[src/rtl/freq_div.sv]
// Programmable divider and period meter: div_out toggles every 2^n rising edges
// of a synchronised sig_in, and the div_out period is measured in ref_clk cycles.
module freq_div #(
    parameter int CNT_W   = 16,
    parameter int TIMEOUT = 1000
) (
    input  logic             ref_clk,
    input  logic             rst,
    input  logic             sig_in,
    input  logic             en,
    input  logic [2:0]       n,
    output logic             div_out,
    output logic [CNT_W-1:0] per,
    output logic             per_valid,
    output logic             per_ovf,
    output logic             lock
);

    typedef enum logic [1:0] {IDLE, ARM, RUN} state_t;

    localparam logic [CNT_W-1:0] TO_VAL = CNT_W'(TIMEOUT);
    localparam logic [CNT_W-1:0] TO_M1  = CNT_W'(TIMEOUT - 1);

    state_t           state, state_nxt;
    logic             s1, s2, s3, rise;
    logic [2:0]       n_l;
    logic [6:0]       edge_cnt, edge_term;
    logic [CNT_W-1:0] idle_cnt, per_cnt;
    logic             meter_on;
    logic             do_edge, do_toggle, timeout, clear_all, latch_n;

    // 7-bit wrap makes n_l=7 give 127 as the terminal count
    assign edge_term = (7'd1 << n_l) - 7'd1;

    always_ff @(posedge ref_clk or posedge rst) begin
        if (rst) state <= IDLE;
        else     state <= state_nxt;
    end

    always_comb begin
        state_nxt = state;
        case (state)
            IDLE:    if (en) state_nxt = ARM;
            ARM:     if (!en) state_nxt = IDLE;
                     else if (rise) state_nxt = RUN;
            RUN:     if (!en) state_nxt = IDLE;
                     else if (timeout) state_nxt = ARM;
            default: state_nxt = IDLE;
        endcase
    end

    always_comb begin
        do_edge   = 1'b0;
        do_toggle = 1'b0;
        timeout   = 1'b0;
        clear_all = 1'b0;
        latch_n   = 1'b0;
        case (state)
            IDLE: begin
                clear_all = 1'b1;
                latch_n   = en;
            end
            ARM, RUN: begin
                if (!en) begin
                    clear_all = 1'b1;
                end else begin
                    do_edge   = rise;
                    do_toggle = rise && (edge_cnt == edge_term);
                    timeout   = (state == RUN) && !rise && (idle_cnt == TO_M1);
                    latch_n   = (rise && (edge_cnt == edge_term)) ||
                                ((state == RUN) && !rise && (idle_cnt == TO_M1));
                end
            end
            default: clear_all = 1'b1;
        endcase
    end

    always_ff @(posedge ref_clk or posedge rst) begin
        if (rst) begin
            s1        <= 1'b0;
            s2        <= 1'b0;
            s3        <= 1'b0;
            rise      <= 1'b0;
            n_l       <= 3'd0;
            edge_cnt  <= 7'd0;
            idle_cnt  <= '0;
            per_cnt   <= '0;
            meter_on  <= 1'b0;
            div_out   <= 1'b0;
            per       <= '0;
            per_valid <= 1'b0;
            per_ovf   <= 1'b0;
            lock      <= 1'b0;
        end else begin
            s1        <= sig_in;
            s2        <= s1;
            s3        <= s2;
            // registered edge strobe: a rise acts 3 edges after sig_in is first sampled
            rise      <= s2 & ~s3;
            per_valid <= 1'b0;
            if (latch_n) n_l <= n;

            if (clear_all) begin
                div_out  <= 1'b0;
                edge_cnt <= 7'd0;
                idle_cnt <= '0;
                per_cnt  <= '0;
                meter_on <= 1'b0;
                lock     <= 1'b0;
            end else if (timeout) begin
                div_out  <= 1'b0;
                edge_cnt <= 7'd0;
                idle_cnt <= TO_VAL;
                per_cnt  <= '0;
                meter_on <= 1'b0;
                lock     <= 1'b0;
            end else begin
                if (rise)                    idle_cnt <= '0;
                else if (idle_cnt != TO_VAL) idle_cnt <= idle_cnt + 1'b1;

                if (do_edge) edge_cnt <= do_toggle ? 7'd0 : edge_cnt + 7'd1;
                if (do_toggle) div_out <= ~div_out;

                if (do_toggle && !div_out) begin
                    per_cnt <= '0;
                    if (!meter_on) begin
                        meter_on <= 1'b1;
                    end else begin
                        per       <= (&per_cnt) ? '1 : per_cnt + 1'b1;
                        per_ovf   <= &per_cnt;
                        per_valid <= 1'b1;
                        lock      <= 1'b1;
                    end
                end else if (meter_on && !(&per_cnt)) begin
                    per_cnt <= per_cnt + 1'b1;
                end
            end
        end
    end

endmodule

[config.mk]
export PLATFORM = sky130hd
export DESIGN_NAME = freq_div
export DESIGN_NICKNAME = d
export VERILOG_FILES = /design/src/rtl/freq_div.sv
export SDC_FILE = /design/constraint.sdc
export NUM_CORES = 1
export LEC_CHECK = 0
export ABC_CLOCK_PERIOD_IN_PS = 3300
export CORE_MARGIN = 2
export CORE_UTILIZATION = 53
export CTS_CLUSTER_DIAMETER = 100
export DETAILED_ROUTE_END_ITERATION = 10
export PLACE_DENSITY = 0.74
export SYNTH_ARGS = -nofsm -noshare
export SYNTH_HDL_FRONTEND = slang
export SYNTH_SLANG_ARGS = --single-unit
[constraint.sdc]
create_clock -name ref_clk -period 3.3 [get_ports ref_clk]
set_clock_uncertainty 0.05 [all_clocks]
set_input_delay 0.66 -clock ref_clk [delete_from_list [all_inputs] [get_ports ref_clk]]
set_output_delay 0.66 -clock ref_clk [all_outputs]
set_load 0.02 [all_outputs]
Word-level counts from Yosys, hierarchy flattened --
Index checks and enable logic that the tools add are counted.
Operators by class: add/sub/neg operators 4, eq/ne operators 8, shift operators 1, multiplexer cells 43, bitwise logic cells 5, reductions and logical operators 21
Operators by type and width (count):
- 2-to-1 mux 16 bit | 9
- adder 16 x 1 -> 16 bit, second input constant | 2
- 2-to-1 mux 7 bit | 4
- 2-to-1 mux 1 bit | 23
- equality test 16 x 10 -> 1 bit, second input constant | 1
- inequality test 16 x 10 -> 1 bit, second input constant | 1
- AND reduction 16 bit | 1
- nonzero test 3 bit | 4
- 2-to-1 mux 2 bit | 5
- nonzero test 4 bit | 2
- adder 7 x 1 -> 7 bit, second input constant | 1
- equality test 7 bit | 1
- << shifter 1 x 3 -> 7 bit, first input constant | 1
- subtractor 7 x 1 -> 7 bit, second input constant | 1
- inequality test 3 bit, second input constant | 2
- case mux 2 bit (3 select lines) | 1
- logical AND 1 bit | 5
- NOT 1 bit | 4
- AND reduction 4 bit | 1
- zero test 1 bit | 3
- AND reduction 3 bit | 1
- equality test 2 x 1 -> 1 bit, second input constant | 1
- equality test 2 bit, second input constant | 1
- zero test 2 bit | 1
- other kinds (6) | 6
Storage, ports and cells: bits in registers 69, input port bits 7, output and inout port bits 20, word-level logic and storage cells 97

Longest topological paths before layout --
depth after elaboration 10, depth in mapped cells 12, depth with buffers taken out 10

Worst setup path after synthesis --
No wires, ideal clock.
path type reg-to-reg, start point register n_l[2], end point register n_l[0], setup time 128 ps, data arrival time 2983 ps, data required time 3122 ps, path slack 140 ps, stages on the path, launching flop included 11, path buffers 1, clock period less this slack 3160 ps, cells stage by stage dfrtp_1 > clkbuf_1 > or3_1 > ha_1 > xnor2_1 > xnor2_1 > or4_4 > a211o_1 > or2_4 > a31oi_4 > mux2_1
On the way: word-level cells in the longest chain between the ends 7
RTL lines:
- start, declared | line 26 | logic [2:0] n_l;
- start signal, assigned | line 101 | if (latch_n) n_l <= n;
- << shifter 1 x 3 -> 7 bit | line 33 | assign edge_term = (7'd1 << n_l) - 7'd1;
- subtractor 7 x 1 -> 7 bit | line 33
- equality test 7 bit | line 70 | latch_n = (rise && (edge_cnt == edge_term)) ||
- logical AND 1 bit | line 70
- logical OR 1 bit | line 70
- 2-to-1 mux 1 bit | line 64 | if (!en) begin
- case mux 1 bit (2 select lines) | line 58 | case (state)
No other way between the ends. A chain may end at the register's enable or synchronous reset.

Worst setup path in the final report --
start point register n_l[0], end point register n_l[1]
The elaborated chain is that of the path after synthesis.

==> run metrics <==
register share of total power=40.4%; Post-Synthesis Cells=370; Switching Share=31.3%; RSZ-0062 raised after global routing=no; Hold Crit Class=flop to flop; final hold violations=0; Clk network pwr share=34.0%; Max H-tree Level=3; DR DRC count=0; Post-Syn Area=3580 sq um; clock sinks=69; drt via density=5.62; row cnt=29; die area=7430 sq um; P_sw=0.715 mW; CTS tree=yes; most frequent cells in the layout=dfrtp_1 (69), nor2_1 (55), nand3_1 (28), nand2_1 (26), clkdlybuf4s50_1 (26); Ports=27; number of synthesized register bits=69; IO Port Bufs=26; # Post-CTS Setup Buffers=0; critical path launch point type=flop; Pleak=1.76 nW; DIE WIDTH=86.2 microns; kind of critical path=flop to flop; worst rel slew slack=65.3%; syn_nets=386; Post-synth ARST share=100%; initial antenna violation count=0; CTS clk-pin slew, worst paths=0.07 ns; max-capacitance violation count=0; total negative slack=0 ns; post-route cell area=4240 sq um; GP Congestion=0.854; clk_lat worst skew=0.35 ns; yosys warns=0; share of cells above drive strength 1=10.6%; Least-Margin Pin Slew=0.516 ns; All-Layer GR Usage=22.3%; nets=426; largest net degree at the start of global routing=29; Die Y=86.2 microns; crit end category=flop; EDFF count, synth=0; Slew Limit Fails=0; Placement Cell Area=4000 sq um; commonest non-fill, non-tap cell in the layout=dfrtp_1; Cell Int Power=1.57 mW; vias in the first global route=2,714; critical path launch point=n_l[0]$_DFFE_PP0P_; final setup fails=0; Clock Path Buffers=2; core area=6460 sq um; wire per inst=15.0 microns; global-route wire length before repair=12.9 mm; hold buffer count at CTS=0; cts bufs inserted=9; post-cts resize count=0; Worst EP required=3.48 ns; distinct cell type count of the synthesized netlist=49; P per Cell Area=540 nW/um^2; Overflow after GRT=0; Detailed Routing Iterations Pass 1=4; antenna cells=0; final worst path period need=3.13 ns; register area share after synthesis=48.2%; number of DRC markers in iteration 0=180; combinational fraction of design power=25.6%; Synth Flop Type=dfrtp_1; starting density of the core=55.4%; Vias=2,763; Total Wirelength=7.40 mm; clk root buf=clkbuf_8; area growth from synthesis to layout=18.4%; CP Max Fanout=6; crit path DAT=3.31 ns; worst vdd ir=0.263 mV; DPL Wire Length=5.24 mm; Final period util=94.9%; antenna viol nets, final=0; maximum clock rate=319 MHz; r2r startpoint=n_l[0]$_DFFE_PP0P_; r2r worst-path depth=9; Post-Syn Area per Cell=9.67 sq um; status=complete, no violations; Worst Hold Depth=0; Hold Path Origin=s1$_DFF_PP0_
==> routing by layer <==
| layer | wire, microns | vias up | GRT usage [%] | part of all wire (%) |
|---|---|---|---|---|
| li1 | - | 1352 | - | - |
| met1 | 3600 | 1339 | 30.9 | 49 |
| met2 | 3360 | 57 | 33.8 | 45 |
| met3 | 286 | 15 | 5.33 | 3.9 |
| met4 | 146 | 0 | 9.23 | 2.0 |
| met5 | 0 | - | 0 | 0 |
==> stage by stage <==
stage	instances	utilization (%)	power, mW	worst slack (ns)	hold slack [ns]
3_3_place_gp	476	62.0	1.50	0.155	0.283
2_1_floorplan	370	-	1.38	0.140	0.281
6_report	492	65.6	2.29	0.168	0.310
3_5_place_dp	476	62.0	1.52	0.101	0.299
4_1_cts	492	65.4	2.29	0.0996	0.319
5_1_grt	492	65.6	2.41	0.0637	0.332
==> sequential cells by signal (all words and copies together), names as in the netlist, 2 cells and up <==
register and cells:
idle_cnt 16, state 2, per 16, edge_cnt 7
per_cnt 16, n_l 3
==> final timing paths <==
| check | slack (ns) | to |
|---|---|---|
| hold reg to reg | 0.31 | s2$_DFF_PP0_ |
| hold / removal | 0.31 | s2$_DFF_PP0_ |
| max in group asynchronous | 1.90 | meter_on$_DFFE_PP0P_ |
| min in group asynchronous | 0.59 | idle_cnt[0]$_DFFE_PP0P_ |
| setup reg to reg | 0.17 | n_l[1]$_DFFE_PP0P_ |
| setup / recovery | 0.17 | n_l[1]$_DFFE_PP0P_ |
==> kinds of logic after synthesis <==
logic type	after synthesis	share of synthesized area, %
AO/OA/AOI/OAI	46	8.14
XOR/XNOR	49	12.0
adder cells (fa/ha/maj)	9	3.15
multiplexers	5	1.50
buffers and inverters	22	2.73
AND/OR/NAND/NOR	170	24.3
flip-flops	69	48.2
==> power by group through the flow <==
| stage | Clock, mW | Combinational, mW | Sequential, mW |
|---|---|---|---|
| 2_1_floorplan | 0 | 0.451 | 0.929 |
| 3_3_place_gp | 0 | 0.565 | 0.937 |
| 3_5_place_dp | 0 | 0.576 | 0.940 |
| 4_1_cts | 0.790 | 0.579 | 0.924 |
| 5_1_grt | 0.827 | 0.655 | 0.930 |
| 6_report | 0.778 | 0.586 | 0.924 |
==> Yosys cell counts (all sizes together), types with 4 or more instances <==
cell | count | share of area [%]
o21ai | 7 | 0.98
a21oi | 22 | 3.1
nor2 | 56 | 5.9
nand2 | 27 | 2.9
ha | 9 | 3.1
nand2b | 4 | 0.70
buf | 7 | 1.2
o21a | 4 | 0.84
nor3 | 11 | 1.9
inv | 12 | 1.3
a31oi | 4 | 1.1
xor2 | 24 | 5.9
nand3 | 28 | 3.9
and3 | 9 | 1.6
nor2b | 6 | 1.0
dfrtp | 69 | 48
nand4 | 8 | 1.4
xnor2 | 25 | 6.1
==> worst max-delay path, cell delays in order (launching register included) <==
cell	delay, ns
dfrtp_1	0.38
or3_1	0.40
ha_2	0.25
xnor2_2	0.15
xnor2_1	0.14
or4_4	0.49
a211o_1	0.33
or2_4	0.28
a31oi_4	0.21
mux2_1	0.34
==> cell type report <==
class                   instances  area, sq um
clock inverters                 6         86.3
clock buffers                  10          138
repair buffers                 39          370
flip-flops and latches         69         1730
fillers                       543         2220
well taps                      77         96.3
inverters                      12         45.0
multi-input cells             279         1770
(Power assumes the default switching activity.)
==> edit 1, RTL diff (config.mk and constraints unchanged) <==
`CNT_W`: 16 -> 32.
--- a/src/rtl/freq_div.sv
+++ b/src/rtl/freq_div.sv
@@ -3,3 +3,3 @@
 module freq_div #(
-    parameter int CNT_W   = 16,
+    parameter int CNT_W   = 32,
     parameter int TIMEOUT = 1000
Ports: changed (resized per); port bits go from 27 to 43. The function was not compared with the original's and may differ.
==> edit 1 against the original RTL <==
  * Sequential share of layout area fell by 1.1 points
  * Sequential cell count rose by 48
  * Final area rose by 74%
  * Worst hold slack improved by 0.0044 ns
  * Worst setup slack improved by 0.058 ns
  * Utilization fell by 0.99 points
  * Combinational power rose by 10%
  * Highest routed layer unchanged
  * Via count rose by 78%
  * Critical path type unchanged
  * Synthesized area rose by 73%
  * Wire length rose by 91%
  * Power rose by 74%
  * Cell count rose by 74%
==> edit 1: results (changes against the original RTL) <==
bufAreaShareNonClock_pct: 7.361  # -1.4 points
grt_pass1_wl_um: 24190  # +88%
tightest_slew_ns: 0.6809  # +0.1645 ns
p_sw_uw: 1112  # +56%
die_w_um: 112.0  # +30%
drt_iter0_drc: 451  # +150%
worst_ep_arrival_time_ns: 3.32  # about the same
worstSkewPairLatency_ns: 0.41  # +0.06 ns
nNetsFinal: 718  # +69%
slowest_stage: "or3b_2"
fillers: 903  # +66%
reg_top3: "idle_cnt (32), per (32), per_cnt (32)"
synthAdderAreaFrac_pct: 1.822  # -1.3 points
netlist_instances: 655  # +77%
vias: 4921  # +78%
seq_area_um2: 2929  # +70%
ys_types: 54  # +10%
ctsRootBufferMaster: "clkbuf_16"
met3_usage_pct: 6.369  # +1.0 points
cts.htree.levels: 4  # +1
clock_sinks: 117  # +70%
hpwlAfterDp_um: 9145  # +74%
use_met2_pct: 40.57  # +6.8 points
status: "finished clean"
power_uw: 3987  # +74%
cpPeakStageDelay_ns: 0.46  # -0.03 ns
use_met1_pct: 29.94  # -1.0 points
dpl_worst_slack_ns: 0.1526  # +0.05147 ns
wl_um: 14140  # +91%
buffers: 55  # +41%
grt_pass1_vias: 5012  # +85%
port_buffers: 42  # +62%
irDropWorstVdd_mv: 0.5457  # +110%
clock_area_share_pct: 7.870  # +2.6 points
p_leak_uw: 0.003032  # +72%
first_pass_iters: 5  # +1
dp.cells: 826  # +74%
fin_util_pct: 64.61  # -0.99 points
wl_met2_um: 7211  # +110%
numCtsBuffers: 17  # +8
grtUsageTotal_pct: 23.95  # +1.7 points
synthMuxAreaShare_pct: 2.430  # +0.93 points
synth_compound_area_share_pct: 6.499  # -1.6 points
synth-xor-area-share_pct: 13.04  # +1.1 points
synthesis.nets: 671  # +74%
==> edit 1: changes by cell type after synthesis, moves of 11 or more <==
| cell | delta |
|---|---|
| nor2_1 | +82 |
| dfrtp_1 | +48 |
| xor2_1 | +27 |
| nand2_1 | +21 |
| xnor2_1 | +16 |
| nand4_1 | +15 |
| a31oi_1 | +11 |
==> edit 1: worst paths after layout <==
kind / endpoint / slack (ns)
setup / recovery: per[27]$_DFFE_PP0P_ / 0.23
hold / removal: s2$_DFF_PP0_ / 0.31
setup reg to reg: per[27]$_DFFE_PP0P_ / 0.23
hold reg to reg: s2$_DFF_PP0_ / 0.31
max in group asynchronous: n_l[0]$_DFFE_PP0P_ / 1.98
min in group asynchronous: per[28]$_DFFE_PP0P_ / 0.69
==> edit 1: what timing repair did <==
| action | CTS | global route |
|---|---|---|
| resized for setup | 0 | 2 |
| endpoints found under the setup margin | 0 | 29 |
| setup buffers | 0 | 0 |
==> edit 2, RTL diff (config.mk and constraints unchanged) <==
Made on the original files. The 3 states of `state_t` get a one-hot encoding in 3 bits.
--- a/src/rtl/freq_div.sv
+++ b/src/rtl/freq_div.sv
@@ -18,3 +18,3 @@
 
-    typedef enum logic [1:0] {IDLE, ARM, RUN} state_t;
+    typedef enum logic [2:0] {IDLE = 3'b001, ARM = 3'b010, RUN = 3'b100} state_t;
 
Formal check against the unedited RTL: same outputs for any inputs over 10 cycles, from zero or initial values and one cycle with rst high; not proved beyond that.
==> edit 2 against the original RTL <==
  * Final area fell by 0.68%
  * Critical endpoint is now per[14]$_DFFE_PP0P_
  * Wire length decreased by 5.7%
  * Worst setup slack improved by 0.037 ns
  * Sequential cell count grew 1
  * Worst hold slack lost 0.00097 ns
  * Global-route usage decreased by 1.6 points
  * First-iteration DRC count decreased by 5.6%
  * Synthesized area rose by 0.59%
  * Utilization is 2.6 points lower
  * Sequential share of layout area up 0.90 points
Power is not compared: it rests on default switching activity, and its combinational part moved more than twofold at a synthesized area within 25%.
==> edit 2: results (changes against the original RTL) <==
netlist_instances: 372  # +0.54%
worst_ep_arrival_time_ns: 3.26  # -0.05 ns
status: "finished clean"
worstRegToRegCells: 9  # unchanged
synth-seq-area-share_pct: 48.68  # +0.44 points
grt_pass1_vias: 2627  # -3.2%
drt_iter0_drc: 170  # -5.6%
wl_per_cell_um: 14.30  # -4.9%
wl_um: 6978  # -5.7%
ys_types: 50  # +2.0%
grtUsageTotal_pct: 20.61  # -1.6 points
fillers: 542  # -0.18%
reg2reg_setup_slack_ns: 0.21  # +0.04 ns
critPathMaxFanout: 12  # +6
nNetsFinal: 415  # -2.6%
gp_congestion: 0.8514  # -0.25%
p_leak_uw: 0.001674
worst_r2r_startpoint: "n_l[1]$_DFFE_PP0P_"
synth_area_leaders: "dfrtp_1, xor2_1, nor2_1"
tightest_slew_ns: 0.9090  # +0.3925 ns
synthesis.nets: 384  # -0.52%
vias: 2752  # -0.40%
cpPeakStageDelay_ns: 0.52  # +0.03 ns
dp.cells: 472  # -0.84%
synth_common_cells: "dfrtp_1, nor2_1, a21oi_1"
port_buffers: 26  # unchanged
-- edit 2: cell types whose count changed in the layout (fill, tap and decap cells not counted), moves of 4 or more --
cell     before  now
xor2_1       24   30
a21oi_1      22   32
xnor2_1      24   18
nand3_1      28   14
or3_1         3    8
mux2_2        0    4
-- edit 2: timing repair --
action,4_1_cts,5_1_grt
resized for setup,0,2
hold buffers,0,0
setup buffers,0,0
endpoints found under the setup margin,0,31
-- edit 2: worst max path at each step --
stage                             from             endpoint  slack, ns
floorplan           n_l[1]$_DFFE_PP0P_   per[5]$_DFFE_PP0P_       0.23
detailed placement  n_l[1]$_DFFE_PP0P_   per[2]$_DFFE_PP0P_       0.09
finish              n_l[1]$_DFFE_PP0P_  per[14]$_DFFE_PP0P_       0.21
global placement    n_l[1]$_DFFE_PP0P_  per[13]$_DFFE_PP0P_       0.17
global route        n_l[1]$_DFFE_PP0P_  per[11]$_DFFE_PP0P_       0.06
CTS                 n_l[1]$_DFFE_PP0P_   per[9]$_DFFE_PP0P_       0.07
-- edit 2: metal layers --
layer / track usage [%] / vias up / share of wire [%]
li1: - / 1349 / -
met1: 30.46 / 1350 / 50
met2: 30.00 / 51 / 45
met3: 5.524 / 2 / 3.5
met4: 5.966 / 0 / 0.66
met5: 0 / - / 0
-- edit 2: cell families (layout without fill, tap and decap cells) --
kind of cell,count (synthesis),after routing,share of synthesized area (%)
simple gates,158,158,21.96
flops,70,70,48.68
compound gates,60,60,10.74
xor+xnor,48,48,11.67
buf+inv,26,62,3.683
fa+ha+maj,5,5,1.737
mux,5,5,1.529
-- edit 2: final cells by class --
type | instances | area share, %
clock inverters | 5 | 2.528
multi-input cells | 276 | 41.21
flip-flops and latches | 70 | 41.66
clock buffers | 11 | 3.360
repair buffers | 36 | 7.969
inverters | 10 | 0.8921
well taps | 80 | 2.379
-- edit 2: stage by stage --
| step | setup WS, ns | power [uW] | hold WS, ns | utilization, % | cell area (um^2) |
|---|---|---|---|---|---|
| 2_1_floorplan | 0.2308 | 1089 | 0.2812 | - | 3601 |
| 3_3_place_gp | 0.1679 | 1139 | 0.2830 | 59.08 | 3948 |
| 3_5_place_dp | 0.09490 | 1143 | 0.2934 | 59.08 | 3948 |
| 4_1_cts | 0.07497 | 1989 | 0.3097 | 62.79 | 4195 |
| 5_1_grt | 0.06000 | 2072 | 0.3170 | 62.98 | 4208 |
| 6_report | 0.2052 | 1985 | 0.3092 | 62.98 | 4208 |
-- edit 2: power breakdown --
group	internal, uW	total [uW]	switching [uW]
clock	525	848	323
combinational	107	249	142
sequential	876	888	11.9
